## src/rtl/fu_cdb_arbiter_pkg.sv

```systemverilog
// Shared types and sizing for the ALU-result to CDB arbiter.
package fu_cdb_arbiter_pkg;

  localparam int unsigned NUM_FU_DEF  = 4;
  localparam int unsigned NUM_CDB_DEF = 2;
  localparam int unsigned DATA_W      = 32;
  localparam int unsigned PREG_W      = 6;

  typedef struct packed {
    logic              valid;
    logic [PREG_W-1:0] tag;
    logic [DATA_W-1:0] data;
  } cdb_packet_t;

  // Physical register 0 means "no writeback".
  function automatic logic tag_writes(input logic [PREG_W-1:0] tag);
    return tag != '0;
  endfunction

endpackage

```

## src/rtl/fu_cdb_arbiter_rr_grant.sv

```systemverilog
// Round-robin multi-grant picker: grants the first NUM_CDB requests scanning from ptr_i.
module fu_cdb_arbiter_rr_grant #(
  parameter int unsigned NUM_FU  = 4,
  parameter int unsigned NUM_CDB = 2,
  parameter int unsigned PTR_W   = 2
) (
  input  logic [NUM_FU-1:0]               req_i,
  input  logic [PTR_W-1:0]                ptr_i,
  output logic [NUM_FU-1:0]               grant_o,
  output logic [NUM_CDB-1:0][NUM_FU-1:0]  slot_sel_o,
  output logic [PTR_W-1:0]                last_idx_o,
  output logic                            any_grant_o
);

  int unsigned      cnt;
  logic [PTR_W:0]   sum;
  logic [PTR_W-1:0] idx;

  always_comb begin
    grant_o     = '0;
    slot_sel_o  = '0;
    last_idx_o  = '0;
    any_grant_o = 1'b0;
    cnt         = 0;
    sum         = '0;
    idx         = '0;
    for (int unsigned off = 0; off < NUM_FU; off++) begin
      // Modulo wrap without a divider; NUM_FU need not be a power of two.
      sum = {1'b0, ptr_i} + (PTR_W+1)'(off);
      if (sum >= (PTR_W+1)'(NUM_FU)) sum = sum - (PTR_W+1)'(NUM_FU);
      idx = sum[PTR_W-1:0];
      if (req_i[idx] && (cnt < NUM_CDB)) begin
        grant_o[idx] = 1'b1;
        for (int unsigned k = 0; k < NUM_CDB; k++) begin
          if (k == cnt) slot_sel_o[k][idx] = 1'b1;
        end
        last_idx_o  = idx;
        any_grant_o = 1'b1;
        cnt         = cnt + 1;
      end
    end
  end

endmodule

```

## src/rtl/fu_cdb_arbiter.sv

```systemverilog
// Per-ALU one-entry result holding registers shared onto NUM_CDB CDB ports round-robin.
module fu_cdb_arbiter
  import fu_cdb_arbiter_pkg::*;
#(
  parameter int unsigned NUM_FU  = NUM_FU_DEF,
  parameter int unsigned NUM_CDB = NUM_CDB_DEF
) (
  input  logic                        clk_i,
  input  logic                        rst_ni,
  input  logic                        squash_i,
  input  logic [NUM_FU-1:0]           fu_valid_i,
  input  logic [NUM_FU*DATA_W-1:0]    fu_data_i,
  input  logic [NUM_FU*PREG_W-1:0]    fu_tag_i,
  output logic [NUM_FU-1:0]           fu_ready_o,
  output logic [NUM_CDB-1:0]          cdb_valid_o,
  output logic [NUM_CDB*DATA_W-1:0]   cdb_data_o,
  output logic [NUM_CDB*PREG_W-1:0]   cdb_tag_o
);

  localparam int unsigned PTR_W = (NUM_FU > 1) ? $clog2(NUM_FU) : 1;

  cdb_packet_t [NUM_FU-1:0]        hold_q, hold_d;
  cdb_packet_t [NUM_CDB-1:0]       cdb_pkt;
  logic [PTR_W-1:0]                rr_ptr_q, rr_ptr_d;
  logic [NUM_FU-1:0]               req, grant, load;
  logic [NUM_CDB-1:0][NUM_FU-1:0]  slot_sel;
  logic [PTR_W-1:0]                last_idx;
  logic                            any_grant;

  // Squash masks every request so nothing reaches the CDB in the flush cycle.
  always_comb begin
    req        = '0;
    load       = '0;
    fu_ready_o = '1;
    for (int unsigned i = 0; i < NUM_FU; i++) begin
      req[i] = hold_q[i].valid & ~squash_i;
      if (!squash_i) fu_ready_o[i] = ~hold_q[i].valid | grant[i];
      load[i] = fu_valid_i[i] & fu_ready_o[i] & ~squash_i
              & tag_writes(fu_tag_i[i*PREG_W +: PREG_W]);
    end
  end

  fu_cdb_arbiter_rr_grant #(
    .NUM_FU  (NUM_FU),
    .NUM_CDB (NUM_CDB),
    .PTR_W   (PTR_W)
  ) u_rr_grant (
    .req_i       (req),
    .ptr_i       (rr_ptr_q),
    .grant_o     (grant),
    .slot_sel_o  (slot_sel),
    .last_idx_o  (last_idx),
    .any_grant_o (any_grant)
  );

  // Refill wins over dequeue so a granted entry can reload in the same cycle.
  always_comb begin
    hold_d = hold_q;
    for (int unsigned i = 0; i < NUM_FU; i++) begin
      if (squash_i) begin
        hold_d[i].valid = 1'b0;
      end else if (load[i]) begin
        hold_d[i].valid = 1'b1;
        hold_d[i].tag   = fu_tag_i[i*PREG_W +: PREG_W];
        hold_d[i].data  = fu_data_i[i*DATA_W +: DATA_W];
      end else if (grant[i]) begin
        hold_d[i].valid = 1'b0;
      end
    end
  end

  always_comb begin
    rr_ptr_d = rr_ptr_q;
    if (any_grant) begin
      rr_ptr_d = (last_idx == PTR_W'(NUM_FU - 1)) ? '0 : last_idx + PTR_W'(1);
    end
  end

  always_ff @(posedge clk_i or negedge rst_ni) begin
    if (!rst_ni) begin
      hold_q   <= '0;
      rr_ptr_q <= '0;
    end else begin
      hold_q   <= hold_d;
      rr_ptr_q <= rr_ptr_d;
    end
  end

  // One-hot slot selects make the output mux a plain AND-OR.
  always_comb begin
    cdb_pkt     = '0;
    cdb_valid_o = '0;
    cdb_data_o  = '0;
    cdb_tag_o   = '0;
    for (int unsigned k = 0; k < NUM_CDB; k++) begin
      for (int unsigned i = 0; i < NUM_FU; i++) begin
        if (slot_sel[k][i]) cdb_pkt[k] = cdb_pkt[k] | hold_q[i];
      end
      cdb_valid_o[k]                   = cdb_pkt[k].valid;
      cdb_data_o[k*DATA_W +: DATA_W]   = cdb_pkt[k].data;
      cdb_tag_o[k*PREG_W +: PREG_W]    = cdb_pkt[k].tag;
    end
  end

endmodule
```

## config.mk

```make
export PLATFORM = sky130hd
export DESIGN_NAME = fu_cdb_arbiter
export DESIGN_NICKNAME = d
export VERILOG_FILES = /design/src/rtl/fu_cdb_arbiter_pkg.sv /design/src/rtl/fu_cdb_arbiter_rr_grant.sv /design/src/rtl/fu_cdb_arbiter.sv
export SDC_FILE = /design/constraint.sdc
export NUM_CORES = 1
export LEC_CHECK = 0
export ABC_AREA = 0
export BUFFER_PORTS_ARGS = -buffer_cell sky130_fd_sc_hd__buf_2
export CAP_MARGIN = 20
export CORE_MARGIN = 10
export CORE_UTILIZATION = 45
export CTS_BUF_LIST = sky130_fd_sc_hd__clkbuf_2 sky130_fd_sc_hd__clkbuf_4 sky130_fd_sc_hd__clkbuf_8
export DETAILED_ROUTE_END_ITERATION = 6
export GPL_ROUTABILITY_DRIVEN = 0
export GPL_TIMING_DRIVEN = 0
export PLACE_DENSITY = 0.72
export SYNTH_ARGS = -nofsm -noshare
export SYNTH_HDL_FRONTEND = slang
export SYNTH_HIERARCHICAL = 1
export SYNTH_SLANG_ARGS = --single-unit
```

## constraint.sdc

```tcl
create_clock -name clk_i -period 15.3 [get_ports clk_i]
set_clock_uncertainty 0.1 [all_clocks]
set_input_delay 3.06 -clock clk_i [delete_from_list [all_inputs] [get_ports clk_i]]
set_output_delay 3.06 -clock clk_i [all_outputs]
set_load 0.02 [all_outputs]
```

Word-level counts from Yosys, hierarchy flattened
Cells that the tools add are included.
{"block": "word_totals", "output_inout_bits": 82, "ff_bits": 158, "elab_cells": 171, "in_bits": 159}
{"block": "op_classes", "bitwise": 38, "mux": 69, "add_sub_neg": 10, "eq_ne": 4, "reduce_logical": 22, "n_lt_le_gt_ge": 15}
{"operator": "$mux W39", "n": 8}
{"operator": "$or A39 B39 Y39", "n": 6}
{"operator": "$logic_not A32 Y1", "n": 3}
{"operator": "$eq A1 B32 Y1 const A", "n": 2}
{"operator": "$lt A32 B2 Y1 const B", "n": 2}
{"operator": "$mux W32", "n": 2}
{"operator": "$mux W4", "n": 10}
{"operator": "$add A32 B1 Y32 const B", "n": 1}
{"operator": "$mux W1", "n": 29}
{"operator": "$or A4 B4 Y4", "n": 7}
{"operator": "$mux W8", "n": 3}
{"operator": "$reduce_bool A6 Y1", "n": 4}
{"operator": "$mux W2", "n": 9}
{"operator": "$and A1 B1 Y1", "n": 16}
{"operator": "$lt A2 B3 Y1 const B", "n": 4}
{"operator": "$reduce_bool A3 Y1", "n": 4}
{"operator": "$ge A3 B3 Y1 const B", "n": 3}
{"operator": "$bmux W1 S2", "n": 4}
{"operator": "$demux W1 S2", "n": 4}
{"operator": "$ge A2 B1 Y1 const B", "n": 4}
{"operator": "$reduce_and A2 Y1", "n": 4}
{"operator": "$sub A2 B1 Y2 const B", "n": 4}
{"operator": "$logic_and A1 B1 Y1", "n": 7}
{"operator": "$add A2 B2 Y3 const B", "n": 2}
{"operator": "9 further kinds", "n": 16}

Longest topological paths before layout
{"block": "depth", "depth_word": 23, "mapped_depth": 16, "depth_no_buf": 13}

Cells and area by module
The synthesis kept the hierarchy.
{"mod": "fu_cdb_arbiter", "n_inst": 1, "seq_area_each_um2": 3953.8, "cells_per_inst": 636, "area_each_um2": 8249.2}
{"mod": "fu_cdb_arbiter_rr_grant", "n_inst": 1, "seq_area_each_um2": 0.0, "cells_per_inst": 94, "area_each_um2": 775.7}

Worst setup path after synthesis
No wires, ideal clock.
{"block": "synth_timing", "path_type": "input port to output port", "start": "in squash_i", "end": "out cdb_data_o[61]", "t_required_ps": 12140, "arrival_time_ps": 6085, "path_buffers": 3, "slack_ps": 6055, "path_stages": 14, "path_cell_list": "nor2b_1 -> mux4_2 -> inv_1 -> ha_1 -> clkbuf_1 -> nor2_1 -> o2bb2ai_2 -> o31ai_4 -> o31ai_1 -> a211o_1 -> clkbuf_1 -> clkbuf_1 -> a22oi_1 -> nand2_1"}
{"element": "start, declared", "line_no": "fu_cdb_arbiter.sv:10", "rtl": "input logic squash_i,"}
{"element": "end, declared", "line_no": "fu_cdb_arbiter.sv:16", "rtl": "output logic [NUM_CDB*DATA_W-1:0] cdb_data_o,"}

==> impl_results.md <==
* Leak at ~0.0054 uW
* CP arrival at roughly 7.3 ns
* # resized after CTS at 0
* Placed Cells at around 1,200
* Vias in the first global route at roughly 7,700
* Dpl ws at between 4 and 5 ns
* CTS tree: done
* Routed vias/inst at around 5.8
* Syn-to-layout area delta at 21.7%
* Crit. End Element: primary output
* CTS Sinks at around 160
* Die Footprint at between 20,000 and 30,000 um2
* Nets at roughly 1,200
* Top_reg_cell synth: dfrtp_1
* Port Buffers at 240
* Fillcell total at around 1,700
* Synth area leaders: dfrtp_1 44%, mux2_4 20%, a22oi_1 13%
* Post-route minimum period at roughly 10 ns
* Row Count at about 50
* GRT Total Usage at roughly a fifth
* Most numerous cell in the Yosys netlist: dfrtp_1
* Clock Root Buffer: clkbuf_8
* Mapped Avg Cell Area at 12.4 um2
* Worst-Margin Slew at 0.753 ns
* Critical path launch point type: primary input
* Synth top cells by count: 158 x dfrtp_1, 157 x a22oi_1, 122 x mux2_4
* Relative slew slack at 49.8%
* DP HPWL at approximately 21 mm
* Crit path largest cell delay at 0.46 ns
* # DRC at 0
* Drt wl/cell at between 20 and 25 um
* Cell mode on critical path: clkbuf_1
* TritonCTS Buffers at 17
* Yosys warning count at 6
* RSZ-0062 raised after global routing: false
* Drt pass-1 iters at 5
* Critical path data required time at 12.14 ns
* Status: complete, no violations
* Ys async rst share at 100%
* First-pass GRT wire length at between 40 and 50 mm
* Slowest-stage cell, CP: mux4_2
* Io pins at ~240
* Setup TNS at 0 ns
* Post-Syn Instances at 730
* Worst Setup Path Type: primary input to primary output
* Achievable frequency at around 95 MHz
* Max clock buf depth at 2
* CP Cell Sequence: buf_2 -> nor2b_1 -> mux4_2 -> inv_1 -> ha_1 -> clkbuf_1 -> nor2_1 -> o2bb2ai_2 -> o31ai_4 -> o31ai_1 -> a211o_1 -> clkbuf_1 -> clkbuf_1 -> a22oi_1 -> nand2_1 -> buf_2
* PD cells at 221 nW/um2
* Setup bufs post-CTS at 0
* Top cell type's share of synthesized area at between 40% and 50%
* Starting Density at between 40% and 50%
* Max VDD drop at around 130 uV
* Final Cycle Share at between 60% and 70%
* FF+latch count, synth at about 160
* Top cell type by total area after synthesis: dfrtp_1
* Hold_buf cts at 0
* Clock Latency Late Sink at ~0.45 ns
* Total of max-cap violations at 0
* EDFF count, synth at 0
* Clock transition at path regs at roughly 0.09 ns
* Syn_nets at 899
* Hold Crit Class: flop to flop
* Core Area at roughly 20,000 um2
* Max-slew violations at 0
* Die Span X at around 160 um
* Chip height at 162 um
* Initial antenna violation count at 4
* Final Hold Viols at 0
* Syn Std Cell Area at 9020 um2
* H-tree levels at 4
* Initial DRC Count at 575
* Crit-path max FO at 10
* Congestion Overflow GR at 0
* Share of layout cells above drive strength 1 at ~44%
* Seq/Total Area, Yosys at roughly 44%
* Util after Layout at 56.1%
* Setup ws final at between 4 and 5 ns
* Worst hold slack at around 0.44 ns
* Vias at approximately 7,400
* Largest net degree at the start of global routing at 85
* Final WL at slightly below 30 mm
* Synth cell types at 47
* Final ANT Viol Nets at 0
* Finish-stage setup viols at 0
* Finished Layout Cells at ~1,300
-- cell families (layout without fill, tap and decap cells) --
family          after synthesis  in the layout  share of synthesized area (%)
buf+inv                      58            330                           4.66
xor+xnor                      1              1                         0.0971
fa+ha+maj                    10             10                           1.39
simple gates                144            144                           7.54
other cells                   0              4                              0
compound gates              221            221                           19.7
flops                       158            158                           43.8
mux                         138            138                           22.8
-- cell usage in the layout, fill, tap and decap left out, drive strengths merged, types with 2 or more instances in the layout --
master / n
clkinv: 3
a22o: 25
nand2b: 9
a221o: 6
mux2i: 3
a22oi: 157
nor4: 2
a211o: 2
diode: 4
o2bb2ai: 3
and2: 6
inv: 12
or2: 5
nor2: 9
nor2b: 9
o31ai: 4
clkbuf: 53
o21ai: 4
buf: 258
dfrtp: 158
or4: 4
and3: 2
ha: 10
nand3: 4
o211ai: 5
mux4: 3
clkinvlp: 3
mux2: 132
a21oi: 4
nand2: 92
o2111ai: 2
nand3b: 2
o211a: 4
-- critical path: cells and delay by family --
family | cells | cell delay (ns)
AOI/OAI and AO/OA | 5 | 1.33
adders and majority gates | 1 | 0.30
buffers and inverters | 6 | 1.53
muxes | 1 | 0.46
and+or+nand+nor | 3 | 0.59
-- registers in the layout (all words and copies together), names as in the netlist --
register	count
hold_q	156
rr_ptr_q	2
-- power by group --
| group | internal, uW | switching (uW) | leakage (uW) |
|---|---|---|---|
| sequential | 604 | 164 | 0.00187 |
| clock | 136 | 172 | 0.000185 |
| combinational | 580 | 774 | 0.00333 |
-- layer usage --
layer  vias to the layer above  track usage [%]  wire length [um]
met5                         -                0                11
met4                         2             6.24               535
met3                        37             5.77              2110
met2                       346             32.5             13200
met1                      3668             28.8             13000
li1                       3306                -                 -
-- through the flow --
stage | total power (uW) | area, um2
after floorplan | 1670 | 9020
after global placement | 2090 | 10600
after detailed placement | 2120 | 10600
after CTS | 2430 | 11000
after global routing | 2570 | 11000
final | 2430 | 11000
-- path summary, 6_finish.rpt --
| check | startpoint | to | slack [ns] | depth (start not counted) |
|---|---|---|---|---|
| setup / recovery | squash_i | cdb_valid_o[1] | 4.83 | 16 |
| hold / removal | hold_q[76] | hold_q[76] | 0.44 | 1 |
| hold reg to reg | hold_q[76] | hold_q[76] | 0.44 | 1 |
| max in group asynchronous | rst_ni | hold_q[142] | 11.83 | 2 |
| min in group asynchronous | rst_ni | hold_q[82] | 2.46 | 1 |
| setup reg to reg | rr_ptr_q[1] | hold_q[88] | 10.42 | 15 |
-- cell type report --
| cell class | instances | area, um2 | area share (%) |
|---|---|---|---|
| Timing Repair Buffer | 241 | 1240 | 11.3 |
| Buffer | 52 | 398 | 3.62 |
| Multi-Input combinational cell | 514 | 4650 | 42.3 |
| Inverter | 6 | 22.5 | 0.205 |
| Clock inverter | 13 | 130 | 1.18 |
| Sequential cell | 158 | 3950 | 36.0 |
| Antenna cell | 4 | 10.0 | 0.0911 |
| Clock buffer | 18 | 248 | 2.26 |
| Tap cell | 265 | 332 | 3.02 |
No activity file was read; power rests on OpenSTA's default activity.
